**src/rtl/raster_ctrl_pkg.sv**
```systemverilog
// Shared types and widths for the edge-rasterizer control slice.
package raster_ctrl_pkg;

  localparam int COORD_W = 16;
  localparam int DEPTH_W = 2;
  localparam int COLOR_W = 16;
  localparam int PIXEL_W = 2 * COORD_W + DEPTH_W + COLOR_W;

  typedef enum logic [2:0] {
    ST_IDLE   = 3'd0,
    ST_LOAD   = 3'd1,
    ST_BOUND  = 3'd2,
    ST_EDGES  = 3'd3,
    ST_SETUP  = 3'd4,
    ST_RASTER = 3'd5,
    ST_DRAIN  = 3'd6
  } state_t;

  typedef struct packed {
    logic [COORD_W-1:0] x;
    logic [COORD_W-1:0] y;
    logic [DEPTH_W-1:0] depth;
    logic [COLOR_W-1:0] color;
  } pixel_t;

endpackage

```
**src/rtl/pixel_fifo.sv**
```systemverilog
// Small synchronous pixel FIFO; registered storage, no fall-through, synchronous flush.
module pixel_fifo #(
  parameter int FIFO_DEPTH = 4,
  parameter int PIXEL_W    = 50
) (
  input  logic                        clock,
  input  logic                        reset,
  input  logic                        flush,
  input  logic                        push,
  input  logic                        pop,
  input  logic [PIXEL_W-1:0]          din,
  output logic [PIXEL_W-1:0]          dout,
  output logic                        full,
  output logic                        empty,
  output logic [$clog2(FIFO_DEPTH):0] count
);

  localparam int AW = $clog2(FIFO_DEPTH);
  localparam int CW = AW + 1;

  logic [PIXEL_W-1:0] mem [FIFO_DEPTH];
  logic [AW-1:0]      wr_ptr;
  logic [AW-1:0]      rd_ptr;
  logic               do_push;
  logic               do_pop;

  assign full    = (count == CW'(FIFO_DEPTH));
  assign empty   = (count == '0);
  assign do_pop  = pop && !empty;
  // A push into a full FIFO is accepted only when a pop frees the slot this cycle.
  assign do_push = push && (!full || do_pop);
  assign dout    = mem[rd_ptr];

  always_ff @(posedge clock or posedge reset) begin
    if (reset) begin
      wr_ptr <= '0;
      rd_ptr <= '0;
      count  <= '0;
      for (int i = 0; i < FIFO_DEPTH; i++) mem[i] <= '0;
    end else if (flush) begin
      wr_ptr <= '0;
      rd_ptr <= '0;
      count  <= '0;
    end else begin
      if (do_push) begin
        mem[wr_ptr] <= din;
        wr_ptr      <= wr_ptr + AW'(1);
      end
      if (do_pop) rd_ptr <= rd_ptr + AW'(1);
      case ({do_push, do_pop})
        2'b10:   count <= count + CW'(1);
        2'b01:   count <= count - CW'(1);
        default: count <= count;
      endcase
    end
  end

endmodule

```
**src/rtl/raster_sequencer.sv**
```systemverilog
// Drives the edge rasterizer through load/bound/edges/setup/loop for one triangle
// at a time and buffers its pixels onto a valid/ready stream.
module raster_sequencer
  import raster_ctrl_pkg::*;
#(
  parameter int FIFO_DEPTH = 4,
  parameter int CNT_W      = 16
) (
  input  logic             clock,
  input  logic             reset,
  input  logic             tri_valid,
  output logic             tri_ready,
  input  logic [15:0]      tri_v0_x,
  input  logic [15:0]      tri_v0_y,
  input  logic [15:0]      tri_v1_x,
  input  logic [15:0]      tri_v1_y,
  input  logic [15:0]      tri_v2_x,
  input  logic [15:0]      tri_v2_y,
  input  logic [1:0]       tri_v0_depth,
  input  logic [1:0]       tri_v1_depth,
  input  logic [1:0]       tri_v2_depth,
  input  logic [15:0]      tri_color,
  input  logic             abort,
  output logic             ras_start_new_triangle,
  output logic             ras_get_boundary_coords,
  output logic             ras_form_edges,
  output logic             ras_pixel_loop_setup,
  output logic             ras_rasterize_pixels,
  output logic [15:0]      ras_v0_x,
  output logic [15:0]      ras_v0_y,
  output logic [15:0]      ras_v1_x,
  output logic [15:0]      ras_v1_y,
  output logic [15:0]      ras_v2_x,
  output logic [15:0]      ras_v2_y,
  output logic [1:0]       ras_v0_depth,
  output logic [1:0]       ras_v1_depth,
  output logic [1:0]       ras_v2_depth,
  output logic [15:0]      ras_color,
  input  logic             ras_write_pixel,
  input  logic             ras_done,
  input  logic [15:0]      ras_pixel_x,
  input  logic [15:0]      ras_pixel_y,
  input  logic [1:0]       ras_pixel_depth,
  input  logic [15:0]      ras_pixel_color,
  output logic             pix_valid,
  input  logic             pix_ready,
  output logic [15:0]      pix_x,
  output logic [15:0]      pix_y,
  output logic [1:0]       pix_depth,
  output logic [15:0]      pix_color,
  output logic             busy,
  output logic [CNT_W-1:0] tri_count,
  output logic [CNT_W-1:0] pix_count
);

  localparam int CW = $clog2(FIFO_DEPTH) + 1;
  // Loop may step only with room for the pixel still in flight plus this step's pixel.
  localparam logic [CW-1:0] ROOM_MAX = CW'(FIFO_DEPTH - 2);

  state_t         state;
  state_t         state_nxt;
  logic           abort_act;
  logic           tri_accept;
  logic           tri_done;
  logic           pix_push;
  logic           fifo_full;
  logic           fifo_empty;
  logic [CW-1:0]  fifo_count;
  pixel_t         push_pix;
  pixel_t         pop_pix;

  assign abort_act  = abort && (state != ST_IDLE);
  assign tri_accept = tri_valid && tri_ready;
  assign pix_push   = ras_write_pixel && !abort_act;
  assign busy       = (state != ST_IDLE);
  assign pix_valid  = !fifo_empty;
  assign push_pix   = '{x: ras_pixel_x, y: ras_pixel_y, depth: ras_pixel_depth,
                        color: ras_pixel_color};

  assign pix_x     = pop_pix.x;
  assign pix_y     = pop_pix.y;
  assign pix_depth = pop_pix.depth;
  assign pix_color = pop_pix.color;

  always_comb begin
    state_nxt               = state;
    tri_ready               = 1'b0;
    tri_done                = 1'b0;
    ras_start_new_triangle  = 1'b0;
    ras_get_boundary_coords = 1'b0;
    ras_form_edges          = 1'b0;
    ras_pixel_loop_setup    = 1'b0;
    ras_rasterize_pixels    = 1'b0;
    unique case (state)
      ST_IDLE: begin
        tri_ready = 1'b1;
        if (tri_valid) state_nxt = ST_LOAD;
      end
      ST_LOAD: begin
        ras_start_new_triangle = 1'b1;
        state_nxt              = ST_BOUND;
      end
      ST_BOUND: begin
        ras_get_boundary_coords = 1'b1;
        state_nxt               = ST_EDGES;
      end
      ST_EDGES: begin
        ras_form_edges = 1'b1;
        state_nxt      = ST_SETUP;
      end
      ST_SETUP: begin
        ras_pixel_loop_setup = 1'b1;
        state_nxt            = ST_RASTER;
      end
      ST_RASTER: begin
        ras_rasterize_pixels = !ras_done && (fifo_count <= ROOM_MAX);
        if (ras_done) state_nxt = ST_DRAIN;
      end
      ST_DRAIN: begin
        if (fifo_empty && !ras_write_pixel) begin
          tri_done  = 1'b1;
          state_nxt = ST_IDLE;
        end
      end
      default: state_nxt = ST_IDLE;
    endcase
    if (abort_act) begin
      state_nxt               = ST_IDLE;
      tri_done                = 1'b0;
      ras_start_new_triangle  = 1'b0;
      ras_get_boundary_coords = 1'b0;
      ras_form_edges          = 1'b0;
      ras_pixel_loop_setup    = 1'b0;
      ras_rasterize_pixels    = 1'b0;
    end
  end

  always_ff @(posedge clock or posedge reset) begin
    if (reset) state <= ST_IDLE;
    else       state <= state_nxt;
  end

  always_ff @(posedge clock or posedge reset) begin
    if (reset) begin
      ras_v0_x     <= '0;
      ras_v0_y     <= '0;
      ras_v1_x     <= '0;
      ras_v1_y     <= '0;
      ras_v2_x     <= '0;
      ras_v2_y     <= '0;
      ras_v0_depth <= '0;
      ras_v1_depth <= '0;
      ras_v2_depth <= '0;
      ras_color    <= '0;
    end else if (tri_accept) begin
      ras_v0_x     <= tri_v0_x;
      ras_v0_y     <= tri_v0_y;
      ras_v1_x     <= tri_v1_x;
      ras_v1_y     <= tri_v1_y;
      ras_v2_x     <= tri_v2_x;
      ras_v2_y     <= tri_v2_y;
      ras_v0_depth <= tri_v0_depth;
      ras_v1_depth <= tri_v1_depth;
      ras_v2_depth <= tri_v2_depth;
      ras_color    <= tri_color;
    end
  end

  always_ff @(posedge clock or posedge reset) begin
    if (reset) begin
      tri_count <= '0;
      pix_count <= '0;
    end else begin
      if (tri_done) tri_count <= tri_count + CNT_W'(1);
      if (tri_accept)                          pix_count <= '0;
      else if (pix_push && (pix_count != '1))  pix_count <= pix_count + CNT_W'(1);
    end
  end

  pixel_fifo #(
    .FIFO_DEPTH (FIFO_DEPTH),
    .PIXEL_W    (PIXEL_W)
  ) u_fifo (
    .clock (clock),
    .reset (reset),
    .flush (abort_act),
    .push  (pix_push),
    .pop   (pix_valid && pix_ready),
    .din   (push_pix),
    .dout  (pop_pix),
    .full  (fifo_full),
    .empty (fifo_empty),
    .count (fifo_count)
  );

endmodule

```
**config.mk**
```make
export PLATFORM = sky130hd
export DESIGN_NAME = raster_sequencer
export DESIGN_NICKNAME = d
export VERILOG_FILES = /design/src/rtl/raster_ctrl_pkg.sv /design/src/rtl/pixel_fifo.sv /design/src/rtl/raster_sequencer.sv
export SDC_FILE = /design/constraint.sdc
export NUM_CORES = 1
export LEC_CHECK = 0
export ABC_AREA = 0
export CAP_MARGIN = 25
export CORE_MARGIN = 3
export CORE_UTILIZATION = 45
export DETAILED_ROUTE_END_ITERATION = 8
export PLACE_DENSITY = 0.79
export SETUP_SLACK_MARGIN = 0.15
export SLEW_MARGIN = 15
export SYNTH_ARGS = -nofsm -noshare
export SYNTH_HDL_FRONTEND = slang
export SYNTH_SLANG_ARGS = --single-unit
```
**constraint.sdc**
```tcl
create_clock -name clock -period 10.8 [get_ports clock]
set_clock_uncertainty 0.1 [all_clocks]
set_input_delay 1.08 -clock clock [delete_from_list [all_inputs] [get_ports clock]]
set_output_delay 1.08 -clock clock [all_outputs]
set_load 0.005 [all_outputs]
```
## Word-level counts from Yosys, hierarchy flattened

Index checks and enable logic that the tools add are counted.

| storage, ports and cells | value |
|---|---|
| input bits | 175 |
| word-level logic and storage cells | 104 |
| register bits after elaboration | 360 |
| output and inout port bits | 208 |

| cells by class | value |
|---|---|
| bitwise gates (word level) | 3 |
| equal/unequal tests | 13 |
| reduce and logical (&&, ||, !) cells | 25 |
| $lt $le $gt $ge | 4 |
| add/subtract/negate cells | 6 |
| mux-type cells | 33 |

Operators with widths:

| kind | number |
|---|---|
| $bwmux 200 | 1 |
| $mux 50 | 3 |
| $bmux 50 s2 | 1 |
| $demux 50 s2 | 1 |
| $add 16x1->16 const B | 2 |
| $mux 16 | 2 |
| $pmux 3 s7 | 1 |
| $ne 16x16->1 const B | 1 |
| $mux 3 | 5 |
| $mux 1 | 14 |
| $eq 3x3->1 const B | 4 |
| $logic_and 1x1->1 | 10 |
| $ne 3x3->1 const B | 3 |
| $mux 2 | 4 |
| $eq 3x2->1 const B | 2 |
| $ge 3x3->1 const B | 2 |
| $logic_not 3->1 | 2 |
| $not 2->3 | 2 |
| $pmux 3 s2 | 1 |
| $reduce_bool 2->1 | 3 |
| $reduce_bool 3->1 | 2 |
| $logic_not 1->1 | 5 |
| $add 2x1->2 const B | 2 |
| $add 3x1->3 const B | 1 |
| other kinds (10) | 10 |

## Depth between registers and ports, before layout

| logic depth | value |
|---|---|
| word-level depth | 9 |
| depth in mapped cells | 8 |
| gate-level depth less buffers | 6 |

## Cells and area by module

From an unflattened synthesis, not the netlist that was laid out.

| unflattened totals | value |
|---|---|
| cells, all modules | 1,238 |
| area total of the unflattened synthesis | 16,318.2 sq um |

By module, submodules not included:

| module | sequential area each (sq um) | area each (sq um) | instances | cells an instance |
|---|---|---|---|---|
| pixel_fifo | 5,180.0 | 10,003.3 | 1 | 548 |
| raster_sequencer | 3,828.7 | 6,314.8 | 1 | 690 |

## Least setup slack after synthesis

No wires, ideal clock.

| timing path | value |
|---|---|
| path kind | input -> output |
| from | input abort |
| to | output ras_rasterize_pixels |
| stages | 4 |
| setup slack | 7.629 ns |
| arrival time | 1.991 ns |
| required time | 9.620 ns |
| path buffers | 1 |
| cells stage by stage | clkbuf_1 nand2b_1 or3_1 a211oi_1 |

| on the way | value |
|---|---|
| longest elaborated chain between the ends | 2 |

RTL lines:

| what | RTL line | RTL |
|---|---|---|
| from (decl) | raster_sequencer.sv:23 | `input logic abort,` |
| $logic_and 1x1->1 | raster_sequencer.sv:72 | `assign abort_act = abort && (state != ST_IDLE);` |
| $mux 1 | raster_sequencer.sv:127 | `if (abort_act) begin` |
| to (decl) | raster_sequencer.sv:28 | `output logic ras_rasterize_pixels,` |

No other way between the ends.

## Final worst setup path

Ends and elaborated chain as after synthesis.

==> impl_metrics.csv <==
group,metric,value,unit
timing,period_share,39.42,%
setup_path,path_class,"in -> out",
clock_network,clock_path_buffers,3,
timing,period_needed,4.257,ns
yosys,yosysTopAreaCell,"dfrtp_1",
routing,vias,10750,
yosys,netlist_area,15490,um2
timing,setup_tns,0,ns
yosys,synth_commonest_cells,"380 x nand2_1, 360 x dfrtp_1, 125 x mux2_2",
finish,regMostFlops,"u_fifo.mem",
pwr,p_leak,9.242,nW
min_path,holdCritPathClass,"reg -> reg",
clock_network,clock_latency,0.51,ns
timing,finalMaxSlewViolations,0,
place,portBuffers,382,
global_routing,grt_max_degree,97,
global_routing,first_global_vias,11540,
routing,wirelength,38860,um
routing,drt-pass1-iter-count,5,
setup_path,cp_top_family,"buffers and inverters",
setup_path,cp-start-kind,"input port",
yosys,avgSynthCellArea,12.59,um2
yosys,yosys_most_used_dff,"dfrtp_1",
setup_path,crit_buf_inv,2,
clock_network,cts_sinks,360,
yosys,ys_seq_area_share,58.16,%
global_routing,antenna_found_initial,4,
timing,setup_viol,0,
place,dp_hpwl,25490,um
floorplan,dieArea,36680,um2
clock_network,cts_setup_buffers,0,
floorplan,fp.coreArea,33700,um2
setup_path,critPathMaxStageDelay,0.62,ns
pwr,p_int,4.153,mW
timing,slew_headroom,35.45,%
timing,fmax,234.9,MHz
pwr,power.switching,1.842,mW
yosys,postSynthCellCount,1230,
yosys,netlist.area_leader.share,58.16,%
floorplan,rows,67,
routing,antenna_left,0,
place,globalplace.congestion,0.7892,
floorplan,start_util,45.96,%
yosys,synth_nets,1412,
finish,layout.nets,1781,
run_status,status,"finished, final reports clean",
pwr,p_per_area,287.3,nW/um2
finish,largest_reg_flops,200,
global_routing,grt_pass1_wl,61930,um
global_routing,gr-total-overflow,0,
yosys,synth_edf_count,0,
clock_network,h-tree-depth,2,
setup_path,crit_required,9.62,ns
pwr,power_frac_clock,21.6,%
floorplan,die_h,191.5,um
global_routing,grt_usage,21.13,%
yosys,synthTopCellsByArea,"dfrtp_1 58%, nand2_1 9.2%, mux2_2 9.1%",
finish,drive_above_1_share,16.55,%
timing,tightest_slew,0.9682,ns
clock_network,clockRootBuffer,"clkbuf_16",
routing,wire_per_inst,18.67,um
setup_path,cp_cell_sequence,"clkdlybuf4s50_1 -> nand2b_1 -> or3_1 -> a211oi_1 -> clkdlybuf4s50_1",
routing,drc_errors,0,
yosys,synth-seq-cells,360,
pwr,p_seq_share,38.5,%
pwr,vdd_drop_max,0.1702,mV
floorplan,die_w,191.5,um
finish,fin_area,20870,um2
setup_path,cp_slowest_cell,"clkdlybuf4s50_1",
yosys,synth_cell_type_count,54,
place,place_area,19560,um2
flow_run,cap_violations,0,
timing,rsz0062_at_grt,"no",
setup_path,cp_common_cell,"clkdlybuf4s50_1",
floorplan,io_pins,383,
setup_path,cp_max_fo,11,
setup_path,worstPathArrival,3.08,ns
yosys,async_flop_share,100.0,%
timing,hold_violations,0,
clock_network,cts_tree,"built",
yosys,ys_warn_count,0,
routing,detail_route.iter0.violations,549,
clock_network,numCtsBuffers,40,
finish,area_growth,34.74,%
routing,viasPerCell,5.167,
clock_network,hold_buffers,0,
clock_network,ctsResizeCount,0,
pwr,switching_share,30.73,%
setup_path,end_kind,"primary output",
yosys,synth_most_common_cell,"nand2_1",
clock_network,clk_pin_slew,0.06,ns
pwr,comb_power_share,39.9,%
[power groups by stage]
stage | logic, mW | registers (mW) | clock network (mW)
2_1_floorplan | 1.29 | 2.25 | 0
3_3_place_gp | 2.36 | 2.28 | 0
3_5_place_dp | 2.42 | 2.31 | 0
4_1_cts | 2.43 | 2.31 | 1.33
5_1_grt | 2.62 | 2.38 | 1.39
6_report | 2.39 | 2.31 | 1.30
[layout make-up]
| cell class | instances | area [um2] |
|---|---|---|
| antenna | 2 | 5.005 |
| clock buffer | 59 | 1164 |
| clock inverter | 15 | 88.84 |
| fill | 2609 | 12830 |
| inverter | 10 | 41.29 |
| multi-input combinational | 793 | 6031 |
| sequential | 360 | 9014 |
| tap | 448 | 560.5 |
| timing repair buffer | 394 | 3966 |
[layout by cell type, fill, tap and decap left out, drive strengths merged, types with 7 or more instances in the layout]
cell type,n
nand4,11
o31ai,7
clkinv,11
nand2b,10
nor3,12
xnor2,11
nand2,384
dfrtp,360
a21oi,13
mux2,200
inv,12
mux4,50
clkdlybuf4s50,382
mux2i,8
nor2,10
nand3,7
clkbuf,59
buf,12
[logic make-up after synthesis]
family	Yosys count	share of synthesized area, %
buffers and inverters	77	2.965
and+or+nand+nor	463	12.84
AOI/OAI and AO/OA	48	2.125
xor gates and xnor gates	17	0.9613
muxes	258	22.33
adders and majority gates	7	0.6139
DFF	360	58.16
[stage by stage]
stage                     utilization (%)  hold slack, ns  std cells  power (mW)  setup slack [ns]
after detailed placement            58.03          0.3611       2003       4.732             6.519
after floorplan                         -          0.3587       1230       3.533             4.794
after global placement              57.98          0.3570       2002       4.639             6.584
after CTS                           61.75          0.3744       2077       6.072             6.517
final                               61.93          0.3709       2081       5.995             6.543
after global routing                61.93          0.3970       2081       6.395             6.448
[routing by layer]
| metal | global-route usage (%) | wire, um | vias up |
|---|---|---|---|
| li1 | - | - | 4967 |
| met1 | 26.83 | 15690 | 5407 |
| met2 | 35.09 | 19230 | 305 |
| met3 | 6.767 | 2980 | 70 |
| met4 | 5.758 | 928 | 4 |
| met5 | 0 | 28 | - |
[path summary, 6_finish.rpt]
check / slack (ns) / endpoint / cells past startpoint / start
max: 6.54 / ras_rasterize_pixels / 5 / abort
min in group asynchronous: 0.88 / tri_count[12]$_DFFE_PP0P_ / 2 / reset
min: 0.37 / ras_color[0]$_DFFE_PP0P_ / 2 / ras_color[0]$_DFFE_PP0P_
max in group asynchronous: 7.77 / ras_v2_y[10]$_DFFE_PP0P_ / 4 / reset
min reg2reg: 0.37 / ras_color[0]$_DFFE_PP0P_ / 2 / ras_color[0]$_DFFE_PP0P_
max reg2reg: 7.82 / u_fifo.mem[194]$_DFFE_PP0P_ / 4 / state[2]$_DFFE_PP0P_
[worst min-delay path, cell delays in order, from the launching register on]
cell     delay, ns
dfrtp_1       0.34
nand2_1       0.05
nand2_1       0.05
(Power assumes the default switching activity.)
